### config.mk
export PLATFORM = sky130hd
export DESIGN_NAME = alarm_arm_controller
export DESIGN_NICKNAME = d
export VERILOG_FILES = /design/src/rtl/alarm_arm_controller.sv
export SDC_FILE = /design/constraint.sdc
export NUM_CORES = 1
export LEC_CHECK = 0
export CORE_ASPECT_RATIO = 1.4
export CORE_MARGIN = 4
export CORE_UTILIZATION = 53
export CTS_BUF_LIST = sky130_fd_sc_hd__clkbuf_4
export DETAILED_ROUTE_END_ITERATION = 8
export MAX_ROUTING_LAYER = met4
export PLACE_DENSITY = 0.88
export SYNTH_ARGS = -nofsm -noshare
export SYNTH_HDL_FRONTEND = slang
export SYNTH_SLANG_ARGS = --single-unit
### constraint.sdc
create_clock -name clk -period 2.5 [get_ports clk]
set_clock_uncertainty 0.1 [all_clocks]
set_input_delay 0.25 -clock clk [delete_from_list [all_inputs] [get_ports clk]]
set_output_delay 0.25 -clock clk [all_outputs]
set_load 0.05 [all_outputs]
### src/rtl/alarm_arm_controller.sv
// Arm/disarm sequencer for the burglar_alarm block: exit/entry delays, siren timing,
// breach capture and a one-cycle clear pulse. All outputs are registered.
module alarm_arm_controller #(
    parameter int EXIT_DLY  = 16,
    parameter int ENTRY_DLY = 8,
    parameter int SIREN_LEN = 32,
    parameter int CNT_W     = 8
) (
    input  logic       clk,
    input  logic       reset_n,
    input  logic       armReq,
    input  logic       disarmReq,
    input  logic       garageSel,
    input  logic [7:0] alarmEnable,
    input  logic       garageAlarm,
    output logic       homeLocked,
    output logic       garageLocked,
    output logic       alarmClear,
    output logic       siren,
    output logic       chime,
    output logic       breachValid,
    output logic [3:0] breachZone,
    output logic [2:0] state
);

    // state     | meaning
    // DISARMED  | idle, doors unlocked, waiting for armReq
    // EXIT      | exit delay running, chime on
    // ARMED     | locked, watching for breaches
    // ENTRY     | entry delay after a door/window breach, chime on
    // ALARM     | siren on for SIREN_LEN cycles, then back to ARMED
    typedef enum logic [2:0] {
        S_DISARMED = 3'd0,
        S_EXIT     = 3'd1,
        S_ARMED    = 3'd2,
        S_ENTRY    = 3'd3,
        S_ALARM    = 3'd4
    } state_t;

    localparam logic [CNT_W-1:0] EXIT_LOAD  = CNT_W'(EXIT_DLY - 1);
    localparam logic [CNT_W-1:0] ENTRY_LOAD = CNT_W'(ENTRY_DLY - 1);
    localparam logic [CNT_W-1:0] SIREN_LOAD = CNT_W'(SIREN_LEN - 1);

    state_t           state_q, state_d;
    logic [CNT_W-1:0] cnt_q, cnt_d;
    logic             gsel_q, gsel_d;
    logic             bv_d;
    logic [3:0]       bz_d;
    logic             clr_d;
    logic             home_d, garage_d, siren_d, chime_d;
    logic [2:0]       low_idx;

    // Lowest set door/window bit wins: scan downward so the last hit is the lowest.
    always_comb begin
        low_idx = '0;
        for (int i = 7; i >= 0; i--) begin
            if (alarmEnable[i]) low_idx = 3'(i);
        end
    end

    always_comb begin
        state_d = state_q;
        cnt_d   = cnt_q;
        gsel_d  = gsel_q;
        bv_d    = breachValid;
        bz_d    = breachZone;
        clr_d   = 1'b0;

        case (state_q)
            S_DISARMED: begin
                if (armReq && !disarmReq) begin
                    state_d = S_EXIT;
                    gsel_d  = garageSel;
                    cnt_d   = EXIT_LOAD;
                    bv_d    = 1'b0;
                    bz_d    = 4'd0;
                end
            end
            S_EXIT: begin
                if (disarmReq) begin
                    state_d = S_DISARMED;
                    cnt_d   = '0;
                end else if (cnt_q == '0) begin
                    state_d = S_ARMED;
                end else begin
                    cnt_d = cnt_q - CNT_W'(1);
                end
            end
            S_ARMED: begin
                if (disarmReq) begin
                    state_d = S_DISARMED;
                    cnt_d   = '0;
                    clr_d   = 1'b1;
                end else if (garageAlarm) begin
                    state_d = S_ALARM;
                    cnt_d   = SIREN_LOAD;
                    bv_d    = 1'b1;
                    bz_d    = 4'b1000;
                end else if (alarmEnable != 8'd0) begin
                    state_d = S_ENTRY;
                    cnt_d   = ENTRY_LOAD;
                    bv_d    = 1'b1;
                    bz_d    = {1'b0, low_idx};
                end
            end
            S_ENTRY: begin
                if (disarmReq) begin
                    state_d = S_DISARMED;
                    cnt_d   = '0;
                    clr_d   = 1'b1;
                end else if (cnt_q == '0) begin
                    state_d = S_ALARM;
                    cnt_d   = SIREN_LOAD;
                end else begin
                    cnt_d = cnt_q - CNT_W'(1);
                end
            end
            S_ALARM: begin
                if (disarmReq) begin
                    state_d = S_DISARMED;
                    cnt_d   = '0;
                    clr_d   = 1'b1;
                end else if (cnt_q == '0) begin
                    state_d = S_ARMED;
                    clr_d   = 1'b1;
                end else begin
                    cnt_d = cnt_q - CNT_W'(1);
                end
            end
            default: begin
                state_d = S_DISARMED;
                cnt_d   = '0;
            end
        endcase

        home_d   = (state_d == S_ARMED) || (state_d == S_ENTRY) || (state_d == S_ALARM);
        garage_d = home_d && gsel_d;
        chime_d  = (state_d == S_EXIT) || (state_d == S_ENTRY);
        siren_d  = (state_d == S_ALARM);
    end

    always_ff @(posedge clk or negedge reset_n) begin
        if (!reset_n) begin
            state_q      <= S_DISARMED;
            cnt_q        <= '0;
            gsel_q       <= 1'b0;
            homeLocked   <= 1'b0;
            garageLocked <= 1'b0;
            alarmClear   <= 1'b0;
            siren        <= 1'b0;
            chime        <= 1'b0;
            breachValid  <= 1'b0;
            breachZone   <= 4'd0;
        end else begin
            state_q      <= state_d;
            cnt_q        <= cnt_d;
            gsel_q       <= gsel_d;
            homeLocked   <= home_d;
            garageLocked <= garage_d;
            alarmClear   <= clr_d;
            siren        <= siren_d;
            chime        <= chime_d;
            breachValid  <= bv_d;
            breachZone   <= bz_d;
        end
    end

    assign state = state_q;

endmodule

Word level (Yosys, flattened, before mapping)

Index checks and enable logic that the tools add are counted.

RAM bits: 0
Register bits after elaboration: 22
Memories: 0
Memory bits (read-only): 0
Logic and storage cells: 80
Bits in latches: 0

Shift-type cells: 0
Reductions and logical operators: 14
$mul: 0
$add $sub $neg: 1
Bitwise operators: 0
Divide/modulo/power cells: 0
$lt $le $gt $ge: 0
Eq/ne operators: 13
Multiplexer cells: 42

Operators with widths:

| operator              | count |
|---|---|
| $mux W8               | 8 |
| $mux W3               | 16 |
| $pmux W8 S4           | 1 |
| $mux W4               | 4 |
| $eq A3 B2 Y1 const B  | 4 |
| $pmux W3 S4           | 1 |
| $mux W1               | 9 |
| $logic_not A8 Y1      | 1 |
| $pmux W4 S2           | 1 |
| $reduce_bool A8 Y1    | 1 |
| $sub A8 B1 Y8 const B | 1 |
| $eq A3 B1 Y1 const B  | 2 |
| $eq A3 B3 Y1 const B  | 2 |
| $ne A3 B3 Y1 const B  | 2 |
| $ne A2 B2 Y1 const B  | 2 |
| $ne A4 B4 Y1 const B  | 1 |
| $pmux W1 S2           | 2 |
| $reduce_and A4 Y1     | 1 |
| $reduce_or A2 Y1      | 2 |
| $logic_not A3 Y1      | 1 |
| $logic_or A1 B1 Y1    | 3 |
| $reduce_and A3 Y1     | 1 |
| $logic_and A1 B1 Y1   | 2 |
| $reduce_bool A2 Y1    | 1 |
| $logic_not A1 Y1      | 1 |

Depth between registers and ports, before layout

Word-level depth: 12
Gate-level depth with buffers: 7
Mapped depth without buffers: 7

Least setup slack after synthesis

OpenSTA, ideal clock, no wires.

Kind: flip-flop to flip-flop
Start: register state_q[1] (netlist: state[1])
End: register cnt_q[3]
Slack: 382 ps
Required time: 2275 ps
Library setup time: 125 ps
Clock period less this slack: 2118 ps
Stages on the path, launching flop included: 6
Arrival: 1893 ps
Path through: dfrtp_1 buf_2 nor4b_2 nand4b_1 o221ai_4 mux2_2

Word-level cells in the longest chain between the ends: 4

Ends and longest elaborated chain:

| what                                                | RTL line | text |
|---|---|---|
| from (decl)                                         | 44       | `state_t state_q, state_d;` |
| from (signal assigned)                              | 155      | `state_q <= state_d;` |
| $eq A3 B3 Y1 / $eq A3 B1 Y1 (equally long branches) | 69       | `case (state_q)` |
| $reduce_or A2 Y1 (no source line)                   | --       |  |
| $ne A3 B3 Y1 (no source line)                       | --       |  |
| $reduce_and A3 Y1 (no source line)                  | --       |  |
| to (signal assigned)                                | 156      | `cnt_q <= cnt_d;` |
| to (decl)                                           | 45       | `logic [CNT_W-1:0] cnt_q, cnt_d;` |

Parallel ways exist; a longest one is shown, timed or not.
A chain may end at the register's enable or synchronous reset.

Final worst setup path

Start: register state_q[0] (netlist: state[0])
End: output port state[0]

RTL lines:

| what      | RTL line | text |
|---|---|---|
| to (decl) | 23       | `output logic [2:0] state` |

No word-level cell between the ends.

==> impl_results.md <==
- Outcome: complete, no violations
- Max Cap Viol: 0
- Maximum buffer depth of the clock tree: 2
- Total of cells resized after clock tree synthesis: 0
- Inserted Clock Buffers: 3
- Worst hold path type: in2async
- Share of the synthesized area in the top cell type: 41.71%
- Routed length per placed instance: 16.04 um
- Slowest cell delay on critical path: 0.90 ns
- Critical-path maximum fanout: 14
- Largest area contributor in the netlist: dfrtp_1
- DRC violations left: 0
- Startpoint class of the critical path: flop
- Min Tclk post-route: 2.226 ns
- Flip-flop and latch count after synthesis: 22
- Number of enable flip-flop cells after synthesis: 0
- Final worst slack: 0.2745 ns
- Met1 wire length: 1336 um
- Max H-tree Level: 1
- Initial DRC Count: 46
- Unique masters post-synth: 43
- Uppermost layer routed: met4
- Worst slew slack as a fraction of its limit: 65.46%
- Core region area: 2391 um^2
- Syn Nets: 160
- Synth Instances: 145
- Growth of design area from synthesis to finish: 26.92%
- Cell type of the slowest stage on the worst timing path: clkdlybuf4s50_1
- Final total negative setup slack: 0 ns
- Slew of the pin with the lowest slew margin: 0.5166 ns
- Startpoint-to-endpoint class of the critical path: reg2out
- Post-Place Worst Slack: 0.3113 ns
- Met3 routed WL: 189 um
- Sequential share of the synthesized area: 41.71%
- Number of ports placed on the die boundary: 27
- Fin. max-slew vios: 0
- Congestion Overflow GR: 0
- Routed via count divided by cell count: 5.962
- Maximum number of pins on one net before global-route repair: 23
- Power per cell area: 539.5 nW/um^2
- Buffers on Ports: 26
- Fmax: 449.3 MHz
- Clk Latency, worst-skew pair: 0.32 ns
- Met2 wire length: 1727 um
- Total detailed-routing wirelength: 3336 um
- Diode count: 0
- Fraction of final layout cells with drive strength greater than 1: 10.34%
- First-pass detailed-route iteration total: 6
- Total of endpoints with negative setup slack in the final report: 0
- Worst path top cell family by delay: buffers and inverters
- Ordered list of cells on the worst path: clkdlybuf4s50_1
- RePlAce Congestion: 0.9040
- Starting density of the core: 55.21%
- Wire length of the first global-routing pass: 5554 um
- Net count reported at finish: 190
- Final hold violation count: 0
- Critical path buffer and inverter count: 1
- Number of buffers inserted by hold repair at cts: 0
- CP required: 2.15 ns
- Share of synthesized flip-flops with an asynchronous set or reset: 100.0%
- Clk sinks: 22
- Leakage: 0.0006941 uW
- Chip width: 50.18 um
- Number of nets with antenna violations after detailed routing: 0
- Via count of the first global-routing pass: 1225
- Unrepaired setup endpoints after global routing: false
- Antenna violations before repair: 0
- Arrival time worst endpoint: 1.88 ns
- Global router's overall resource usage: 22.20%
- DPL Wire Length: 2575 um
- Buffers inserted by post-CTS timing repair: 0
- Top cells by area in the synthesized netlist: dfrtp_1, nor2_1, a21oi_1
- Fin crit share: 89.02%
- Average cell area after synthesis: 9.104 um^2
- Die extent in y: 67.05 um
- Most numerous cell in the Yosys netlist: dfrtp_1
- Clock root buffer: clkbuf_4
- Area enclosed by the die boundary: 3365 um^2
- Post-Syn Area: 1320 um^2
- Total vias in the final route: 1240
- Dominant synthesized flop cell: dfrtp_1
- Critical Path End Type: primary output
- Worst vdd rail ir drop: 0.3253 mV
- Core Rows: 21
- Yosys warning total: 0
- TritonCTS clock tree: built
- Cell types with the highest counts after synthesis: dfrtp_1, nor2_1, a21oi_1, nand2_1
- Clock slew seen by the registers of the worst setup and hold paths: 0.13 ns
[cell type report]
type	count	area [um^2]
Clock buffer	3	22.52
Clock inverter	1	30.03
Fill cell	184	715.7
Inverter	8	30.03
Multi-Input combinational cell	110	709.4
Sequential cell	22	550.5
Tap cell	34	42.54
Timing Repair Buffer	30	290.3
[cell families after synthesis]
kind of cell / synth area share, %
AND/OR/NAND/NOR: 22.94
AO/OA/AOI/OAI: 26.07
buffers and inverters: 4.549
adder cells (fa/ha/maj): 0.9477
multiplexers: 2.464
flip-flops: 41.71
XOR/XNOR: 1.327
[through the flow]
stage / hold WS (ns) / std cells / power [uW] / cell area (um^2) / utilization [%]
after floorplan: -0.1456 / 145 / 551.4 / 1320 / -
after global placement: 0.3746 / 204 / 620.4 / 1623 / 67.87
after detailed placement: 0.3846 / 204 / 629.3 / 1623 / 67.87
after CTS: 0.1769 / 208 / 905.6 / 1675 / 70.07
after global routing: 0.2072 / 208 / 941.5 / 1675 / 70.07
final: 0.1662 / 208 / 903.9 / 1675 / 70.07
[power breakdown]
group / leakage, uW / switching (uW) / internal (uW)
Sequential: 0.000290 / 34.7 / 380
Clock: 0.0000279 / 118 / 162
Combinational: 0.000377 / 115 / 93.5
[worst register-to-register path: stages (launching register included)]
cell and delay [ns]:
dfrtp_1 0.66, nand2b_1 0.19, a211o_1 0.37, o221ai_4 0.32
mux2_2 0.38
[metal layers]
metal / vias to the layer above / GRT usage (%)
met5: - / -
met4: 0 / 9.689
met3: 9 / 3.579
met2: 51 / 38.56
met1: 590 / 24.93
li1: 590 / -
[sequential cells by signal, indices dropped and copies added (netlist names)]
name,cells
siren,1
alarmClear,1
cnt_q,8
homeLocked,1
chime,1
gsel_q,1
breachZone,4
garageLocked,1
breachValid,1
state,3
[layout by cell type (no fill, tap or decap), types with 3 or more instances in the layout]
master / Yosys / routed
a22o_1: 4 / 4
nand3_1: 4 / 4
nand2b_1: 4 / 4
inv_1: 8 / 8
nor2b_1: 4 / 4
a31oi_1: 3 / 3
buf_4: 0 / 4
nor4_1: 3 / 3
dfrtp_1: 22 / 22
o21ai_0: 8 / 8
a211oi_1: 3 / 3
clkbuf_4: 0 / 3
a21oi_1: 11 / 11
nor3_1: 5 / 5
nand2_1: 11 / 11
clkdlybuf4s50_1: 0 / 26
nor2_1: 16 / 16
[worst paths after layout]
check	startpoint	end	slack, ns	depth (start not counted)
setup / recovery	state[0]	state[0]	0.27	1
hold / removal	reset_n	siren	0.17	2
setup reg to reg	state[0]	cnt_q[3]	0.38	4
hold reg to reg	gsel_q	gsel_q	0.41	1
max in group asynchronous	reset_n	cnt_q[2]	1.91	2
min in group clk	gsel_q	gsel_q	0.41	1
No activity file was read; power rests on OpenSTA's default activity.
